==> src/rtl/bpsk_pkg.sv <==
// Shared types and constants for the BPSK symbol sequencer.
package bpsk_pkg;

  typedef enum logic [1:0] {
    ST_IDLE  = 2'd0,
    ST_LATCH = 2'd1,
    ST_SEND  = 2'd2
  } state_e;

  localparam logic PHASE_0   = 1'b0;
  localparam logic PHASE_180 = 1'b1;

  // Counter width that stays legal when the count range collapses to one value.
  function automatic int cnt_width(input int n);
    return (n > 1) ? $clog2(n) : 1;
  endfunction

endpackage

==> src/rtl/bpsk_symbol_sequencer_if.sv <==
// Chunk handshake between the parallel-in shift buffer and the symbol sequencer.
interface bpsk_symbol_sequencer_if #(
  parameter int WIDTH = 4
);
  logic [WIDTH-1:0] buf_data;
  logic             buf_read;

  modport master (input buf_data, output buf_read);
  modport slave  (output buf_data, input buf_read);
endinterface

==> src/rtl/bpsk_symbol_timer.sv <==
// Sample/bit counter pair for one chunk; exposes wrap flags and next-cycle lookahead.
module bpsk_symbol_timer
  import bpsk_pkg::*;
#(
  parameter int   SAMPLES_PER_BIT = 8,
  parameter int   WIDTH           = 4,
  localparam int  SW              = cnt_width(SAMPLES_PER_BIT),
  localparam int  BW              = cnt_width(WIDTH)
) (
  input  logic          clk,
  input  logic          rst_n,
  input  logic          clr,
  input  logic          adv,
  output logic [BW-1:0] nxt_bit,
  output logic          last_sample,
  output logic          last_bit,
  output logic          nxt_wrap
);

  localparam logic [SW-1:0] SAMPLE_LAST = SW'(SAMPLES_PER_BIT - 1);
  localparam logic [BW-1:0] BIT_LAST    = BW'(WIDTH - 1);

  logic [SW-1:0] sample_cnt;
  logic [SW-1:0] sample_nxt;
  logic [BW-1:0] bit_cnt;

  assign last_sample = (sample_cnt == SAMPLE_LAST);
  assign last_bit    = (bit_cnt == BIT_LAST);

  always_comb begin
    sample_nxt = sample_cnt;
    nxt_bit    = bit_cnt;
    if (clr) begin
      sample_nxt = '0;
      nxt_bit    = '0;
    end else if (adv) begin
      if (last_sample) begin
        sample_nxt = '0;
        nxt_bit    = last_bit ? '0 : bit_cnt + 1'b1;
      end else begin
        sample_nxt = sample_cnt + 1'b1;
      end
    end
  end

  // Lets the sequencer register outputs that belong to the final sample of a chunk.
  assign nxt_wrap = (sample_nxt == SAMPLE_LAST) && (nxt_bit == BIT_LAST);

  always_ff @(posedge clk) begin
    if (!rst_n) begin
      sample_cnt <= '0;
      bit_cnt    <= '0;
    end else begin
      sample_cnt <= sample_nxt;
      bit_cnt    <= nxt_bit;
    end
  end

endmodule

==> src/rtl/bpsk_symbol_sequencer.sv <==
// Pulls WIDTH-bit chunks from the shift buffer and emits LSB-first BPSK symbols.
// Define BPSK_DIFFERENTIAL_EN for differential (DBPSK) phase encoding.
module bpsk_symbol_sequencer
  import bpsk_pkg::*;
#(
  parameter int WORD_SIZE       = 16,
  parameter int WIDTH           = 4,
  parameter int SAMPLES_PER_BIT = 8
) (
  input  logic                     clk,
  input  logic                     rst_n,
  input  logic                     start,
  bpsk_symbol_sequencer_if.master  bus,
  output logic                     busy,
  output logic                     done,
  output logic                     sym_valid,
  output logic                     sym_strobe,
  output logic                     phase
);

  localparam int NCH = WORD_SIZE / WIDTH;
  localparam int CW  = cnt_width(NCH);
  localparam int BW  = cnt_width(WIDTH);
  localparam logic [CW-1:0] LAST_CHUNK = CW'(NCH - 1);

  localparam logic [1:0] S_IDLE  = ST_IDLE;
  localparam logic [1:0] S_LATCH = ST_LATCH;
  localparam logic [1:0] S_SEND  = ST_SEND;

  if (WORD_SIZE % WIDTH != 0) begin : g_bad_ratio
    $error("WORD_SIZE must be a multiple of WIDTH");
  end
  if (SAMPLES_PER_BIT < 1) begin : g_bad_spb
    $error("SAMPLES_PER_BIT must be at least 1");
  end

  logic [1:0]       state, state_nxt;
  logic [WIDTH-1:0] chunk_reg;
  logic [CW-1:0]    chunk_cnt, chunk_nxt;
  logic [BW-1:0]    nxt_bit;
  logic             last_sample, last_bit, nxt_wrap;
  logic             tmr_clr, tmr_adv;
  logic             chunk_end, prefetch, word_end, load_chunk;
  logic             enters_symbol, sym_bit_nxt, read_nxt;

  bpsk_symbol_timer #(
    .SAMPLES_PER_BIT (SAMPLES_PER_BIT),
    .WIDTH           (WIDTH)
  ) u_timer (
    .clk         (clk),
    .rst_n       (rst_n),
    .clr         (tmr_clr),
    .adv         (tmr_adv),
    .nxt_bit     (nxt_bit),
    .last_sample (last_sample),
    .last_bit    (last_bit),
    .nxt_wrap    (nxt_wrap)
  );

  assign chunk_end     = (state == S_SEND) && last_sample && last_bit;
  assign prefetch      = chunk_end && (chunk_cnt != LAST_CHUNK);
  assign word_end      = chunk_end && (chunk_cnt == LAST_CHUNK);
  assign load_chunk    = (state == S_LATCH) || prefetch;
  assign enters_symbol = (state == S_LATCH) || ((state == S_SEND) && last_sample && !word_end);
  // A freshly loaded chunk is not in chunk_reg yet, so its first bit comes straight off the bus.
  assign sym_bit_nxt   = load_chunk ? bus.buf_data[0] : chunk_reg[nxt_bit];

  always_comb begin
    state_nxt = state;
    chunk_nxt = chunk_cnt;
    tmr_clr   = 1'b0;
    tmr_adv   = 1'b0;
    case (state)
      S_IDLE: begin
        if (start) state_nxt = S_LATCH;
      end
      S_LATCH: begin
        state_nxt = S_SEND;
        chunk_nxt = '0;
        tmr_clr   = 1'b1;
      end
      S_SEND: begin
        tmr_adv = 1'b1;
        if (prefetch) chunk_nxt = chunk_cnt + 1'b1;
        if (word_end) state_nxt = S_IDLE;
      end
      default: state_nxt = S_IDLE;
    endcase
  end

  // buf_read is registered, so it is raised one cycle ahead of the final sample of a chunk.
  assign read_nxt = (state_nxt == S_LATCH) ||
                    ((state_nxt == S_SEND) && nxt_wrap && (chunk_nxt != LAST_CHUNK));

  always_ff @(posedge clk) begin
    if (!rst_n) begin
      state        <= S_IDLE;
      chunk_cnt    <= '0;
      chunk_reg    <= '0;
      phase        <= PHASE_0;
      bus.buf_read <= 1'b0;
      busy         <= 1'b0;
      done         <= 1'b0;
      sym_valid    <= 1'b0;
      sym_strobe   <= 1'b0;
    end else begin
      state        <= state_nxt;
      chunk_cnt    <= chunk_nxt;
      bus.buf_read <= read_nxt;
      busy         <= (state_nxt != S_IDLE);
      done         <= word_end;
      sym_valid    <= (state_nxt == S_SEND);
      sym_strobe   <= enters_symbol;
      if (load_chunk) chunk_reg <= bus.buf_data;
      if (enters_symbol) begin
`ifdef BPSK_DIFFERENTIAL_EN
        phase <= (phase ^ sym_bit_nxt) ? PHASE_180 : PHASE_0;
`else
        phase <= sym_bit_nxt ? PHASE_180 : PHASE_0;
`endif
      end
    end
  end

endmodule

==> src/flat_wrapper.sv <==
// flat-port wrapper written by rule: the top's interface ports become plain ports
module bpsk_symbol_sequencer_flat import bpsk_pkg::*;
#(
  parameter int WORD_SIZE       = 16,
  parameter int WIDTH           = 4,
  parameter int SAMPLES_PER_BIT = 8
)
  (clk, rst_n, start, busy, done, sym_valid, sym_strobe, phase, bus_buf_data, bus_buf_read);
  bpsk_symbol_sequencer_if #(.WIDTH(WIDTH)) bus_i ();
  input  logic clk;
  input  logic rst_n;
  input  logic start;
  output logic busy;
  output logic done;
  output logic sym_valid;
  output logic sym_strobe;
  output logic phase;
  input wire logic [$bits(bus_i.buf_data)-1:0] bus_buf_data;
  output wire logic [$bits(bus_i.buf_read)-1:0] bus_buf_read;
  assign bus_i.buf_data = bus_buf_data;
  assign bus_buf_read = bus_i.buf_read;
  bpsk_symbol_sequencer #(.WORD_SIZE(WORD_SIZE), .WIDTH(WIDTH), .SAMPLES_PER_BIT(SAMPLES_PER_BIT)) u_core (.clk(clk), .rst_n(rst_n), .start(start), .bus(bus_i), .busy(busy), .done(done), .sym_valid(sym_valid), .sym_strobe(sym_strobe), .phase(phase));
endmodule
==> config.mk <==
export PLATFORM = sky130hd
export DESIGN_NAME = bpsk_symbol_sequencer_flat
export DESIGN_NICKNAME = d
export VERILOG_FILES = /design/src/rtl/bpsk_pkg.sv /design/src/rtl/bpsk_symbol_sequencer_if.sv /design/src/rtl/bpsk_symbol_timer.sv /design/src/rtl/bpsk_symbol_sequencer.sv /design/src/flat_wrapper.sv
export SDC_FILE = /design/constraint.sdc
export NUM_CORES = 1
export LEC_CHECK = 0
export CAP_MARGIN = 20
export CELL_PAD_IN_SITES_DETAIL_PLACEMENT = 1
export CELL_PAD_IN_SITES_GLOBAL_PLACEMENT = 1
export CORE_MARGIN = 2
export CORE_UTILIZATION = 37
export CTS_CLUSTER_SIZE = 30
export DETAILED_ROUTE_END_ITERATION = 10
export PLACE_DENSITY_LB_ADDON = 0.1
export SYNTH_ARGS = -nofsm -noshare
export SYNTH_HDL_FRONTEND = slang
export SYNTH_HIERARCHICAL = 1
export SYNTH_SLANG_ARGS = --single-unit
==> constraint.sdc <==
create_clock -name clk -period 1.81 [get_ports clk]
set_input_delay 0.2715 -clock clk [delete_from_list [all_inputs] [get_ports clk]]
set_output_delay 0.2715 -clock clk [all_outputs]
set_load 0.005 [all_outputs]
==> run summary <==
Post-synthesis cell count = 100
Grt total ovfl = 0
Hold buffer count at cts = 0
Drt wl/cell = 15.4 um
Tmin final = 1.92 ns
Hold path cells = 2
Mapped Area = 1010 um^2
Residual DRC count = 0
Post-Route WL = 2440 um
Core area = 2540 um^2
Synthesis warning total = 6
CTS tree = yes
Drt initial violations = 14
Synth area leader = dfxtp_1
Hold path start = u_core/chunk_reg[0]$_SDFFE_PN0P_
Critical setup path kind = reg -> reg
Clk buf depth = 2
CP most frequent cell = ha_4
Status = finished, violations left
Mapped Nets = 116
Initial Util = 39.8%
Detail Route Antenna Nets = 0
Post-layout util = 52.8%
Worst reg2reg endpoint = u_core/bus.buf_read$_SDFF_PN0_
Failing checks = negative setup slack
Die H = 56.3 um
Max-cap violations = 0
Post-CTS Setup Bufs = 0
Pre-antenna DRT Iters = 4
Final Max Slew Viols = 0
CP Max Fanout = 4
GRT Overall Usage = 17.1%
# IOs = 13
Required time worst endpoint = 2.06 ns
Layout area overhead = 32.6%
Slew at the pin with the worst max-slew slack = 0.406 ns
Dpl cells = 154
Synth area leaders = dfxtp_1 38%, ha_1 11%, mux2i_1 9.9%, nor2b_1 3.1%, a21oi_2 2.6%
Vias in the first global route = 924
Critical path capture point type = flop
Reg clk slew, reported paths = 0.12 ns
Synth cell types = 34
Leakage = 0.567 nW
Setup Skew = 0.0101 ns
N_diodes = 0
Syn avg cell area = 10.1 um^2
Seq cells post-synth = 19
Slowest stage delay, CP = 0.41 ns
Critical Path, Cell by Cell = ha_4 > ha_4 > a21bo_1 > a21oi_4 > and3_1 > o21ai_1 > or4_1 > a21oi_2
Global-route wire length before repair = 4190 um
Data arrival time of the critical path = 2.17 ns
H-tree levels = 1
EDFF count, synth = 0
Worst min-delay path category = reg -> reg
Reg-to-reg slack, setup = -0.11 ns
Fmax = 520 MHz
Asr flop ratio synth = 0%
Peak supply drop = 0.480 mV
Unrepaired setup endpoints after global routing = yes
Slowest-stage cell, CP = or4_1
Period Utilization, post-route = 106%
Clock network latency to the later pin of the worst-skew pair = 0.31 ns
Die X = 56.3 um
Max_slew headroom = 72.8%
Vias per cell = 5.39
Final worst slack = -0.112 ns
Design Power = 0.000935 W
FP Rows = 18
Top cell type's share of synthesized area = 37.6%
Hpwl dp = 1830 um
Finished Layout Cells = 158
Setup-failing EPs final = 2
Commonest non-fill, non-tap cells in the layout = 15 x dfxtp_1, 15 x buf_4, 12 x clkdlybuf4s50_1, 10 x mux2i_1
Pre-CTS setup slack = -0.144 ns
Pwr/cell area = 697 nW/um^2
IO Port Bufs = 12
Worst R2R Path Depth = 8
Post-synthesis sequential area ratio = 37.6%
Share of layout cells above drive strength 1 = 28.9%
TritonCTS buffer count = 3
Final hold slack = 0.541 ns
Die area = 3170 um^2
Gpl congestion = 0.711
Vias = 851
Worst reg2reg startpoint = u_core/u_timer/sample_cnt[1]$_SDFF_PN0_
Ys flop type = dfxtp_1
Startpoint types = flop
Initial antenna violation count = 0
Largest register FFs = 4
Maximum number of pins on one net before global-route repair = 14
Hold Vio Cnt, Final = 0
Nets = 145
Clock sink count = 19
CTS Root Cell = clkbuf_4
Hold path endpoint = u_core/chunk_reg[0]$_SDFFE_PN0P_
-- cell usage after synthesis (2+ instances only) --
library cell,n
and3b_1,2
o21ai_0,3
nand2b_1,3
inv_1,4
buf_6,2
and3_1,2
a21oi_1,3
nor2_1,5
dfxtp_1,19
nand3_1,4
nand2_1,2
a21bo_1,2
a21oi_2,3
and3_2,2
and2_1,4
nor2b_1,5
ha_1,9
mux2i_1,10
-- final cells by class --
type	count	area, um^2
Inverter	4	15.0
Timing Repair Buffer	27	233
Sequential cell	19	388
Clock buffer	4	26.3
Multi-Input combinational cell	74	643
Fill cell	304	1200
Tap cell	30	37.5
-- critical path: cells and delay by family (launching register included) --
family	cells	cell delay [ns]
compound gates	4	0.54
simple gates	2	0.59
flops	1	0.38
fa+ha+maj	2	0.34
-- timing repair --
item / 4_1_cts / 5_1_grt
setup endpoints to repair: 4 / 4
gates resized for setup: 3 / 6
pin swaps: 4 / 2
-- logic make-up (layout without fill, tap and decap cells) --
group | Yosys count | after routing | synth area share, %
AO/OA/AOI/OAI | 19 | 19 | 13.5
multiplexers | 11 | 11 | 12.1
AND/OR/NAND/NOR | 35 | 35 | 21.5
flip-flops | 19 | 19 | 37.6
buffers and inverters | 7 | 35 | 4.20
adder cells (fa/ha/maj) | 9 | 9 | 11.1
-- per-layer routing --
metal	wire (um)	track usage, %
met1	1030	20.4
met2	1250	29.9
met3	100	2.53
met4	51	8.16
met5	0	0
-- power by group --
| group | switching (W) | internal, W | total, W |
|---|---|---|---|
| Sequential | 0.0000171 | 0.000448 | 0.000465 |
| Combinational | 0.000109 | 0.000134 | 0.000243 |
| Clock | 0.000141 | 0.0000862 | 0.000228 |
-- how the worst max path moves through the flow --
stage / startpoint / endpoint / depth (start not counted)
3_5_place_dp: u_core/u_timer/sample_cnt[1]$_SDFF_PN0_ / u_core/bus.buf_read$_SDFF_PN0_ / 8
2_1_floorplan: u_core/state[0]$_SDFF_PN0_ / u_core/phase$_SDFFE_PN0P_ / 8
3_3_place_gp: u_core/u_timer/sample_cnt[1]$_SDFF_PN0_ / u_core/phase$_SDFFE_PN0P_ / 7
4_1_cts: u_core/u_timer/sample_cnt[1]$_SDFF_PN0_ / u_core/bus.buf_read$_SDFF_PN0_ / 8
5_1_grt: u_core/u_timer/sample_cnt[1]$_SDFF_PN0_ / u_core/bus.buf_read$_SDFF_PN0_ / 8
6_report: u_core/u_timer/sample_cnt[1]$_SDFF_PN0_ / u_core/bus.buf_read$_SDFF_PN0_ / 8
-- stage by stage --
step	instance area (um^2)	TNS, ns
floorplan	1040	-0.00336
finish	1340	-0.207
detailed placement	1280	-0.266
CTS	1320	-0.236
global route	1340	-0.437
global placement	1280	-0.173
(Power assumes the default switching activity.)
